`src/rtl/beta_mem_arbiter_if.sv`:
```
// Bundles the fetch request, MEM-stage request and external memory bus
// signals shared between the Beta pipeline, the arbiter and the memory.
//   slave  : the arbiter's view (requests and memory responses in)
//   master : the environment's view (pipeline stages plus memory model)
interface beta_mem_arbiter_if;
  // Fetch stage
  logic        if_req;
  logic [31:0] if_addr;
  logic [31:0] if_rdata;
  logic        if_ack;
  // MEM stage
  logic        mem_rd;
  logic        mem_wr;
  logic [31:0] mem_addr;
  logic [31:0] mem_wd;
  logic [31:0] mem_rdata;
  logic        mem_ack;
  // Pipeline control
  logic        stall;
  // External memory bus
  logic [31:0] bus_addr;
  logic [31:0] bus_wd;
  logic        bus_oe;
  logic        bus_we;
  logic [31:0] bus_rdata;
  logic        bus_ready;
  // Status
  logic        timeout_err;

  modport slave (
    input  if_req, if_addr,
    input  mem_rd, mem_wr, mem_addr, mem_wd,
    input  bus_rdata, bus_ready,
    output if_rdata, if_ack,
    output mem_rdata, mem_ack,
    output stall,
    output bus_addr, bus_wd, bus_oe, bus_we,
    output timeout_err
  );

  modport master (
    output if_req, if_addr,
    output mem_rd, mem_wr, mem_addr, mem_wd,
    output bus_rdata, bus_ready,
    input  if_rdata, if_ack,
    input  mem_rdata, mem_ack,
    input  stall,
    input  bus_addr, bus_wd, bus_oe, bus_we,
    input  timeout_err
  );
endinterface

```
`src/rtl/beta_mem_arbiter.sv`:
```
// Beta memory arbiter: shares one single-ported memory bus between the
// fetch stage and the MEM stage. One transaction at a time, round-robin
// on contention, ready handshake with a bounded wait, and a global
// pipeline stall while any request is still unacknowledged.
module beta_mem_arbiter #(
  parameter int unsigned MAX_WAIT = 15,
  parameter int unsigned CNT_W    = 8
) (
  input logic               clk,
  input logic               rst_n,
  beta_mem_arbiter_if.slave arb_if
);

  typedef enum logic [1:0] {
    IDLE     = 2'd0,
    IF_BUSY  = 2'd1,
    MEM_BUSY = 2'd2
  } state_t;

  typedef enum logic {
    GRANT_IF  = 1'b0,
    GRANT_MEM = 1'b1
  } grant_t;

  state_t             state_q;
  grant_t             last_grant_q;
  logic [CNT_W-1:0]   cnt_q;
  logic [CNT_W-1:0]   cnt_d;
  logic [31:0]        bus_addr_q;
  logic [31:0]        bus_wd_q;
  logic               bus_oe_q;
  logic               bus_we_q;
  logic               if_ack_q;
  logic               mem_ack_q;
  logic [31:0]        if_rdata_q;
  logic [31:0]        mem_rdata_q;
  logic               timeout_err_q;

  logic               mem_pend;
  logic               ack_pending;
  logic               grant_mem;
  logic               grant_if;
  logic               wait_expired;

  // Request decode, round-robin grant choice and wait-counter next value
  always_comb begin
    mem_pend     = arb_if.mem_rd | arb_if.mem_wr;
    // No new grant in the cycle an ack is being presented.
    ack_pending  = if_ack_q | mem_ack_q;
    grant_mem    = !ack_pending && mem_pend &&
                   (!arb_if.if_req || (last_grant_q == GRANT_IF));
    grant_if     = !ack_pending && arb_if.if_req &&
                   (!mem_pend || (last_grant_q == GRANT_MEM));
    cnt_d        = cnt_q + 1'b1;
    wait_expired = (cnt_d == CNT_W'(MAX_WAIT));
  end

  // Transaction FSM with registered bus, ack, read-data and error outputs
  always_ff @(posedge clk or negedge rst_n) begin
    if (!rst_n) begin
      state_q       <= IDLE;
      last_grant_q  <= GRANT_IF;
      cnt_q         <= '0;
      bus_addr_q    <= '0;
      bus_wd_q      <= '0;
      bus_oe_q      <= 1'b0;
      bus_we_q      <= 1'b0;
      if_ack_q      <= 1'b0;
      mem_ack_q     <= 1'b0;
      if_rdata_q    <= '0;
      mem_rdata_q   <= '0;
      timeout_err_q <= 1'b0;
    end else begin
      if_ack_q  <= 1'b0;
      mem_ack_q <= 1'b0;
      case (state_q)
        IDLE: begin
          if (grant_mem) begin
            state_q      <= MEM_BUSY;
            last_grant_q <= GRANT_MEM;
            cnt_q        <= '0;
            bus_addr_q   <= arb_if.mem_addr;
            bus_wd_q     <= arb_if.mem_wd;
            // A store wins when both load and store are requested.
            bus_we_q     <= arb_if.mem_wr;
            bus_oe_q     <= ~arb_if.mem_wr;
          end else if (grant_if) begin
            state_q      <= IF_BUSY;
            last_grant_q <= GRANT_IF;
            cnt_q        <= '0;
            bus_addr_q   <= arb_if.if_addr;
            bus_wd_q     <= '0;
            bus_we_q     <= 1'b0;
            bus_oe_q     <= 1'b1;
          end
        end
        IF_BUSY, MEM_BUSY: begin
          // Completion and abort share one exit path; a late bus_ready on
          // the final wait cycle still counts as a normal completion.
          if (arb_if.bus_ready || wait_expired) begin
            state_q  <= IDLE;
            bus_oe_q <= 1'b0;
            bus_we_q <= 1'b0;
            if (state_q == IF_BUSY) begin
              if_ack_q   <= 1'b1;
              if_rdata_q <= arb_if.bus_ready ? arb_if.bus_rdata : '0;
            end else begin
              mem_ack_q   <= 1'b1;
              mem_rdata_q <= (arb_if.bus_ready && !bus_we_q) ? arb_if.bus_rdata : '0;
            end
            if (!arb_if.bus_ready) begin
              timeout_err_q <= 1'b1;
            end
          end else begin
            cnt_q <= cnt_d;
          end
        end
        default: begin
          state_q  <= IDLE;
          bus_oe_q <= 1'b0;
          bus_we_q <= 1'b0;
        end
      endcase
    end
  end

  assign arb_if.bus_addr    = bus_addr_q;
  assign arb_if.bus_wd      = bus_wd_q;
  assign arb_if.bus_oe      = bus_oe_q;
  assign arb_if.bus_we      = bus_we_q;
  assign arb_if.if_ack      = if_ack_q;
  assign arb_if.mem_ack     = mem_ack_q;
  assign arb_if.if_rdata    = if_rdata_q;
  assign arb_if.mem_rdata   = mem_rdata_q;
  assign arb_if.timeout_err = timeout_err_q;

  // Stall is gated by reset so every output reads 0 while rst_n is low;
  // an acked requester stops stalling in its ack cycle.
  assign arb_if.stall = rst_n &
                        ((mem_pend & ~mem_ack_q) | (arb_if.if_req & ~if_ack_q));

endmodule

```
`src/flat_wrapper.sv`:
```
// flat-port wrapper written by rule: the top's interface ports become plain ports
module beta_mem_arbiter_flat 
#(
  parameter int unsigned MAX_WAIT = 15,
  parameter int unsigned CNT_W    = 8
)
  (clk, rst_n, arb_if_if_req, arb_if_if_addr, arb_if_mem_rd, arb_if_mem_wr, arb_if_mem_addr, arb_if_mem_wd, arb_if_bus_rdata, arb_if_bus_ready, arb_if_if_rdata, arb_if_if_ack, arb_if_mem_rdata, arb_if_mem_ack, arb_if_stall, arb_if_bus_addr, arb_if_bus_wd, arb_if_bus_oe, arb_if_bus_we, arb_if_timeout_err);
  beta_mem_arbiter_if arb_if_i ();
  input logic clk;
  input logic rst_n;
  input wire logic [$bits(arb_if_i.if_req)-1:0] arb_if_if_req;
  input wire logic [$bits(arb_if_i.if_addr)-1:0] arb_if_if_addr;
  input wire logic [$bits(arb_if_i.mem_rd)-1:0] arb_if_mem_rd;
  input wire logic [$bits(arb_if_i.mem_wr)-1:0] arb_if_mem_wr;
  input wire logic [$bits(arb_if_i.mem_addr)-1:0] arb_if_mem_addr;
  input wire logic [$bits(arb_if_i.mem_wd)-1:0] arb_if_mem_wd;
  input wire logic [$bits(arb_if_i.bus_rdata)-1:0] arb_if_bus_rdata;
  input wire logic [$bits(arb_if_i.bus_ready)-1:0] arb_if_bus_ready;
  output wire logic [$bits(arb_if_i.if_rdata)-1:0] arb_if_if_rdata;
  output wire logic [$bits(arb_if_i.if_ack)-1:0] arb_if_if_ack;
  output wire logic [$bits(arb_if_i.mem_rdata)-1:0] arb_if_mem_rdata;
  output wire logic [$bits(arb_if_i.mem_ack)-1:0] arb_if_mem_ack;
  output wire logic [$bits(arb_if_i.stall)-1:0] arb_if_stall;
  output wire logic [$bits(arb_if_i.bus_addr)-1:0] arb_if_bus_addr;
  output wire logic [$bits(arb_if_i.bus_wd)-1:0] arb_if_bus_wd;
  output wire logic [$bits(arb_if_i.bus_oe)-1:0] arb_if_bus_oe;
  output wire logic [$bits(arb_if_i.bus_we)-1:0] arb_if_bus_we;
  output wire logic [$bits(arb_if_i.timeout_err)-1:0] arb_if_timeout_err;
  assign arb_if_i.if_req = arb_if_if_req;
  assign arb_if_i.if_addr = arb_if_if_addr;
  assign arb_if_i.mem_rd = arb_if_mem_rd;
  assign arb_if_i.mem_wr = arb_if_mem_wr;
  assign arb_if_i.mem_addr = arb_if_mem_addr;
  assign arb_if_i.mem_wd = arb_if_mem_wd;
  assign arb_if_i.bus_rdata = arb_if_bus_rdata;
  assign arb_if_i.bus_ready = arb_if_bus_ready;
  assign arb_if_if_rdata = arb_if_i.if_rdata;
  assign arb_if_if_ack = arb_if_i.if_ack;
  assign arb_if_mem_rdata = arb_if_i.mem_rdata;
  assign arb_if_mem_ack = arb_if_i.mem_ack;
  assign arb_if_stall = arb_if_i.stall;
  assign arb_if_bus_addr = arb_if_i.bus_addr;
  assign arb_if_bus_wd = arb_if_i.bus_wd;
  assign arb_if_bus_oe = arb_if_i.bus_oe;
  assign arb_if_bus_we = arb_if_i.bus_we;
  assign arb_if_timeout_err = arb_if_i.timeout_err;
  beta_mem_arbiter #(.MAX_WAIT(MAX_WAIT), .CNT_W(CNT_W)) u_core (.clk(clk), .rst_n(rst_n), .arb_if(arb_if_i));
endmodule
```
`config.mk`:
```
export PLATFORM = sky130hd
export DESIGN_NAME = beta_mem_arbiter_flat
export DESIGN_NICKNAME = d
export VERILOG_FILES = /design/src/rtl/beta_mem_arbiter_if.sv /design/src/rtl/beta_mem_arbiter.sv /design/src/flat_wrapper.sv
export SDC_FILE = /design/constraint.sdc
export NUM_CORES = 1
export LEC_CHECK = 0
export ABC_AREA = 1
export BUFFER_PORTS_ARGS = -buffer_cell sky130_fd_sc_hd__buf_4
export CAP_MARGIN = 10
export CORE_MARGIN = 10
export CORE_UTILIZATION = 30
export CTS_CLUSTER_SIZE = 30
export DETAILED_ROUTE_END_ITERATION = 6
export HOLD_SLACK_MARGIN = 0.08
export PLACE_DENSITY_LB_ADDON = 0.25
export SLEW_MARGIN = 20
export SYNTH_ARGS = -nofsm -noshare
export SYNTH_HDL_FRONTEND = slang
export SYNTH_SLANG_ARGS = --single-unit
```
`constraint.sdc`:
```
create_clock -name clk -period 4.4 [get_ports clk]
set_clock_uncertainty 0.1 [all_clocks]
set_input_delay 0.88 -clock clk [delete_from_list [all_inputs] [get_ports clk]]
set_output_delay 0.88 -clock clk [all_outputs]
set_load 0.05 [all_outputs]
```
# == Word-level counts from Yosys, hierarchy flattened ==
# Cells that the tools add are included.
# op_classes
addsub,1
eq_ne,6
muxes,28
n_bitwise,12
reduce_logical,22
# op_table
cell,n
$mux W32,6
$mux W8,3
$pmux W8 S2,1
$mux W1,12
$reduce_and A3 Y1,4
$add A8 B1 Y8 const B,1
$eq A8 B4 Y1 const B,1
$mux W2,3
$not A1 Y1,6
$logic_and A1 B1 Y1,5
$logic_not A1 Y1,4
$pmux W1 S2,2
$pmux W2 S2,1
$reduce_and A2 Y1,2
$reduce_bool A2 Y1,2
$and A1 B1 Y1,3
$logic_or A1 B1 Y1,3
$ne A3 B1 Y1 const B,1
$or A1 B1 Y1,3
$eq A2 B1 Y1 const B,1
$eq A2 B2 Y1 const B,1
$logic_not A2 Y1,1
$ne A2 B1 Y1 const B,1
$ne A2 B2 Y1 const B,1
$reduce_or A2 Y1,1
# totals
register_bits,144
inputBits,134
out_inout_bits,134
elab_cells,81

# == Depth between registers and ports, before layout ==
# depth
word_depth,7
depth_mapped,12
ltp_nobuf,12

# == Worst setup path after synthesis ==
# OpenSTA, ideal clock, no wires.
# synth_timing
kind,in2out
start,input port arb_if_mem_wr
end,output port arb_if_stall
arrival_time_ns,2.304
t_required_ns,3.420
setup_slack_ns,1.116
path_stages,3
n_path_buf,0
cell_sequence,nor2_1 > or2_2 > a21boi_0
# synth_via
elab_chain_len,4
# synth_lines
item,line,text
"start, declared",flat_wrapper.sv:14,input wire logic [$bits(arb_if_i.mem_wr)-1:0] arb_if_mem_wr;
$or A1 B1 Y1,beta_mem_arbiter.sv:47,mem_pend = arb_if.mem_rd | arb_if.mem_wr;
$and A1 B1 Y1,beta_mem_arbiter.sv:140,((mem_pend & ~mem_ack_q) | (arb_if.if_req & ~if_ack_q));
$or A1 B1 Y1,beta_mem_arbiter.sv:140,
$and A1 B1 Y1,beta_mem_arbiter.sv:139,assign arb_if.stall = rst_n &
"end, declared",flat_wrapper.sv:23,output wire logic [$bits(arb_if_i.stall)-1:0] arb_if_stall;
# No other way between the ends.

# == Worst setup path in the final report ==
# layout_timing
start,input port arb_if_mem_wr
end,"register u_core.bus_addr_q[25], in the netlist u_core.arb_if.bus_addr[25]"
# layout_via
elab_chain_len,6
elab_cells_between_ends,9
classes_between,1 x mux; 1 x bitwise; 7 x reduce/logical
# layout_lines
item,line,text
$or A1 B1 Y1 *,beta_mem_arbiter.sv:47,
$logic_not A1 Y1,beta_mem_arbiter.sv:53,(!mem_pend || (last_grant_q == GRANT_MEM));
$logic_or A1 B1 Y1,beta_mem_arbiter.sv:53,
$logic_and A1 B1 Y1,beta_mem_arbiter.sv:52,grant_if = !ack_pending && arb_if.if_req &&
$reduce_bool A2 Y1 (no source line),n/a,
$reduce_and A2 Y1 (no source line),n/a,
"end signal, assigned",beta_mem_arbiter.sv:82,bus_addr_q <= arb_if.mem_addr;
"end signal, assigned",beta_mem_arbiter.sv:91,bus_addr_q <= arb_if.if_addr;
"end, declared",beta_mem_arbiter.sv:29,logic [31:0] bus_addr_q;
# Every way passes the cells marked *; elsewhere a longest branch is shown, timed or not.
# A chain may end at the register's enable or synchronous reset.

==> metrics.md <==
| Metric | Value |
|---|---|
| Min Tclk post-route | `2.84 ns` |
| Layout area overhead | `41.6%` |
| TNS Setup | `0 ns` |
| FP Rows | `54` |
| Fin. max-slew vios | `0` |
| Non-Filler Instances | `1,338` |
| Final #Nets | `1,184` |
| DP HPWL | `15,600 um` |
| Root buffer cell | `clkbuf_16` |
| CTS Hold Bufs | `0` |
| Syn avg cell area | `8.31 sq um` |
| Worst-skew pair later-pin latency | `0.42 ns` |
| Post-CTS sizing | `0` |
| H-tree levels | `4` |
| Required time of the critical path | `4.63 ns` |
| Clock Sinks | `144` |
| F_max | `352 MHz` |
| Mapped Nets | `932` |
| Synth warn | `0` |
| Initial core utilization | `30.4%` |
| WS Path Type | `in -> reg` |
| Total Routing Usage GR | `15.2%` |
| Via Count | `5,891` |
| Global route overflow | `0` |
| Crit. End Element | `flop` |
| Vias in the first global route | `6,335` |
| CTS max path bufs | `2` |
| Filler instances | `2,209` |
| Die W | `168 um` |
| RSZ-0062 raised after global routing | `no` |
| LEAKAGE | `4.98 nW` |
| Cts bufs inserted | `17` |
| Outcome | `complete, no violations` |
| Number of remaining DRC errors | `0` |
| Diode count | `0` |
| Mapped Cells | `793` |
| Largest net degree at the start of global routing | `98` |
| Initial antenna violation count | `0` |
| HP Class | `in -> async` |
| Startpoint Class | `primary input` |
| Die area | `28,300 sq um` |
| Arrival time worst endpoint | `3.07 ns` |
| First-pass GRT wire length | `34,800 um` |
| Post-synthesis register bit count | `144` |
| Hold Fails Final Rpt | `0` |
| Synth unique cells | `29` |
| Post-route cell area | `9330 sq um` |
| Clk pin slew, worst setup/hold paths | `0.06 ns` |
| Max_slew headroom | `32.4%` |
| Period Utilization, post-route | `64.6%` |
| Final wirelength | `21,600 um` |
| GPL Wtd Cong | `0.795` |
| DP Area | `8740 sq um` |
| Pwr Density | `894 nW/um^2` |
| VDD IR max | `390 uV` |
| Core ar. | `21,700 sq um` |
| Fraction of the yosys area taken by sequential cells | `54.7%` |
| Critical-path maximum fanout | `35` |
| # IOs | `268` |
| Initial DRC count | `368` |
| Die H | `168 um` |
| Share of cells above drive strength 1 | `33.5%` |
| Drt via density | `4.40` |
| Max-cap viol count | `0` |
| Cells after DPL | `1,306` |
| Post-Syn Area | `6590 sq um` |
| IO buf count | `267` |
| Worst-Margin Slew | `1.01 ns` |
| WL per Instance | `16.1 um` |
| Number of iterations in the first detailed-routing pass | `4` |
| TritonCTS clock tree | `built` |
| Setup bufs post-CTS | `0` |
| Finish-stage setup viols | `0` |
| ANT nets after route | `0` |
path summary, 6_finish.rpt:
| check | slack (ns) | endpoint | cells past startpoint | start |
|---|---|---|---|---|
| worst max-delay path | 1.56 | u_core.arb_if.bus_addr[25] | 9 | arb_if_mem_wr |
| min in group clk | 0.37 | u_core.arb_if.if_rdata[23] | 2 | u_core.arb_if.if_rdata[23] |
| worst max register to register | 1.64 | u_core.arb_if.bus_addr[25] | 7 | u_core.arb_if.mem_ack |
| worst min register to register | 0.37 | u_core.arb_if.if_rdata[23] | 2 | u_core.arb_if.if_rdata[23] |
| worst min-delay path | 0.17 | u_core.arb_if.if_rdata[14] | 1 | rst_n |
| max in group asynchronous | 2.92 | u_core.arb_if.if_rdata[24] | 2 | rst_n |
per-layer routing:
metal / vias to the layer above / track usage, % / share of wire (%)
li1: 2957 / - / -
met1: 2688 / 19.0 / 44
met2: 228 / 22.6 / 43
met3: 18 / 7.89 / 12
met4: 0 / 4.09 / 1.1
met5: - / 0 / 0
state kept, by name, summed over array words and instances (netlist names), 2 cells and up:
signal / flops
u_core.arb_if.bus_addr: 32
u_core.arb_if.bus_wd: 32
u_core.arb_if.mem_rdata: 32
u_core.cnt_q: 8
u_core.state_q: 2
u_core.arb_if.if_rdata: 32
kinds of logic (layout without fill, tap and decap cells):
| kind of cell | count (synthesis) | in the layout | synth area share (%) |
|---|---|---|---|
| AOI/OAI and AO/OA | 108 | 108 | 10.6 |
| adders and majority gates | 5 | 5 | 0.950 |
| buffers and inverters | 124 | 389 | 8.62 |
| DFF | 144 | 144 | 54.7 |
| and+or+nand+nor | 412 | 412 | 25.1 |
Yosys cell counts:
cell type    n  area (sq um)
inv_1       81           304
nand2_1    334          1250
nand4_1      1          6.26
a21oi_2      1          8.76
a211oi_1     1          7.51
buf_2        1          5.00
o21ai_2     33           289
dfrtp_1    144          3600
nand2_4      2          22.5
nand3_1     49           245
nor2_2       2          12.5
nor3_1       1          5.00
nand3b_1     1          7.51
nand3_2      2          20.0
clkbuf_1    22          82.6
ha_1         5          62.6
inv_2        2          7.51
buf_6       13           146
a21oi_1      4          20.0
buf_1        3          11.3
o21ai_0     65           325
o21ai_4      1          16.3
or2_2        1          6.26
a21boi_0     1          7.51
clkinv_1     1          3.75
buf_4        1          7.51
nor2_1      17          63.8
nand2_2      2          12.5
o21bai_2     2          22.5
power breakdown:
group / total [W] / internal [W] / leakage, nW / switching (W)
Combinational: 0.00465 / 0.00125 / 2.86 / 0.00339
Sequential: 0.00225 / 0.00191 / 1.84 / 0.000343
Clock: 0.00144 / 0.000816 / 0.288 / 0.000628
per-stage QoR:
step	setup slack, ns	total power, W	utilization, %	hold slack, ns
global placement	1.06	0.00695	40.3	0.355
CTS	1.52	0.00848	43.0	0.143
detailed placement	1.08	0.00699	40.3	0.360
floorplan	1.12	0.00550	-	0.355
finish	1.56	0.00834	43.0	0.166
global route	1.29	0.00891	43.0	0.145
cells in the final DEF (no fill, tap or decap), types with 2 or more instances in the layout:
master / count
inv_8: 3
nand2_4: 2
dfrtp_1: 144
nand3_2: 2
ha_1: 5
a21oi_1: 4
inv_1: 81
nor2_1: 16
clkbuf_16: 17
nor2_2: 3
inv_6: 5
buf_4: 272
o21ai_2: 33
clkinv_4: 3
nand2_2: 2
nand2_1: 334
inv_2: 2
o21ai_0: 65
o21bai_2: 2
nand3_1: 49
worst max-delay path, stage by stage:
cell and delay, ns:
buf_4 0.09, nor2_1 0.07, inv_2 0.06, nand3_2 0.53, inv_1 1.01, nand2_1 0.13
nand2_1 0.10, nand2_1 0.05, o21ai_0 0.12
area by class of cell:
type / count / area, sq um / share of cell area (%)
Sequential cell: 144 / 3600 / 38.6
Multi-Input combinational cell: 525 / 2420 / 25.9
Timing Repair Buffer: 273 / 2050 / 22.0
Clock buffer: 18 / 439 / 4.71
Tap cell: 280 / 350 / 3.76
Inverter: 84 / 315 / 3.38
Clock inverter: 14 / 146 / 1.57
No activity file was read; power rests on OpenSTA's default activity.
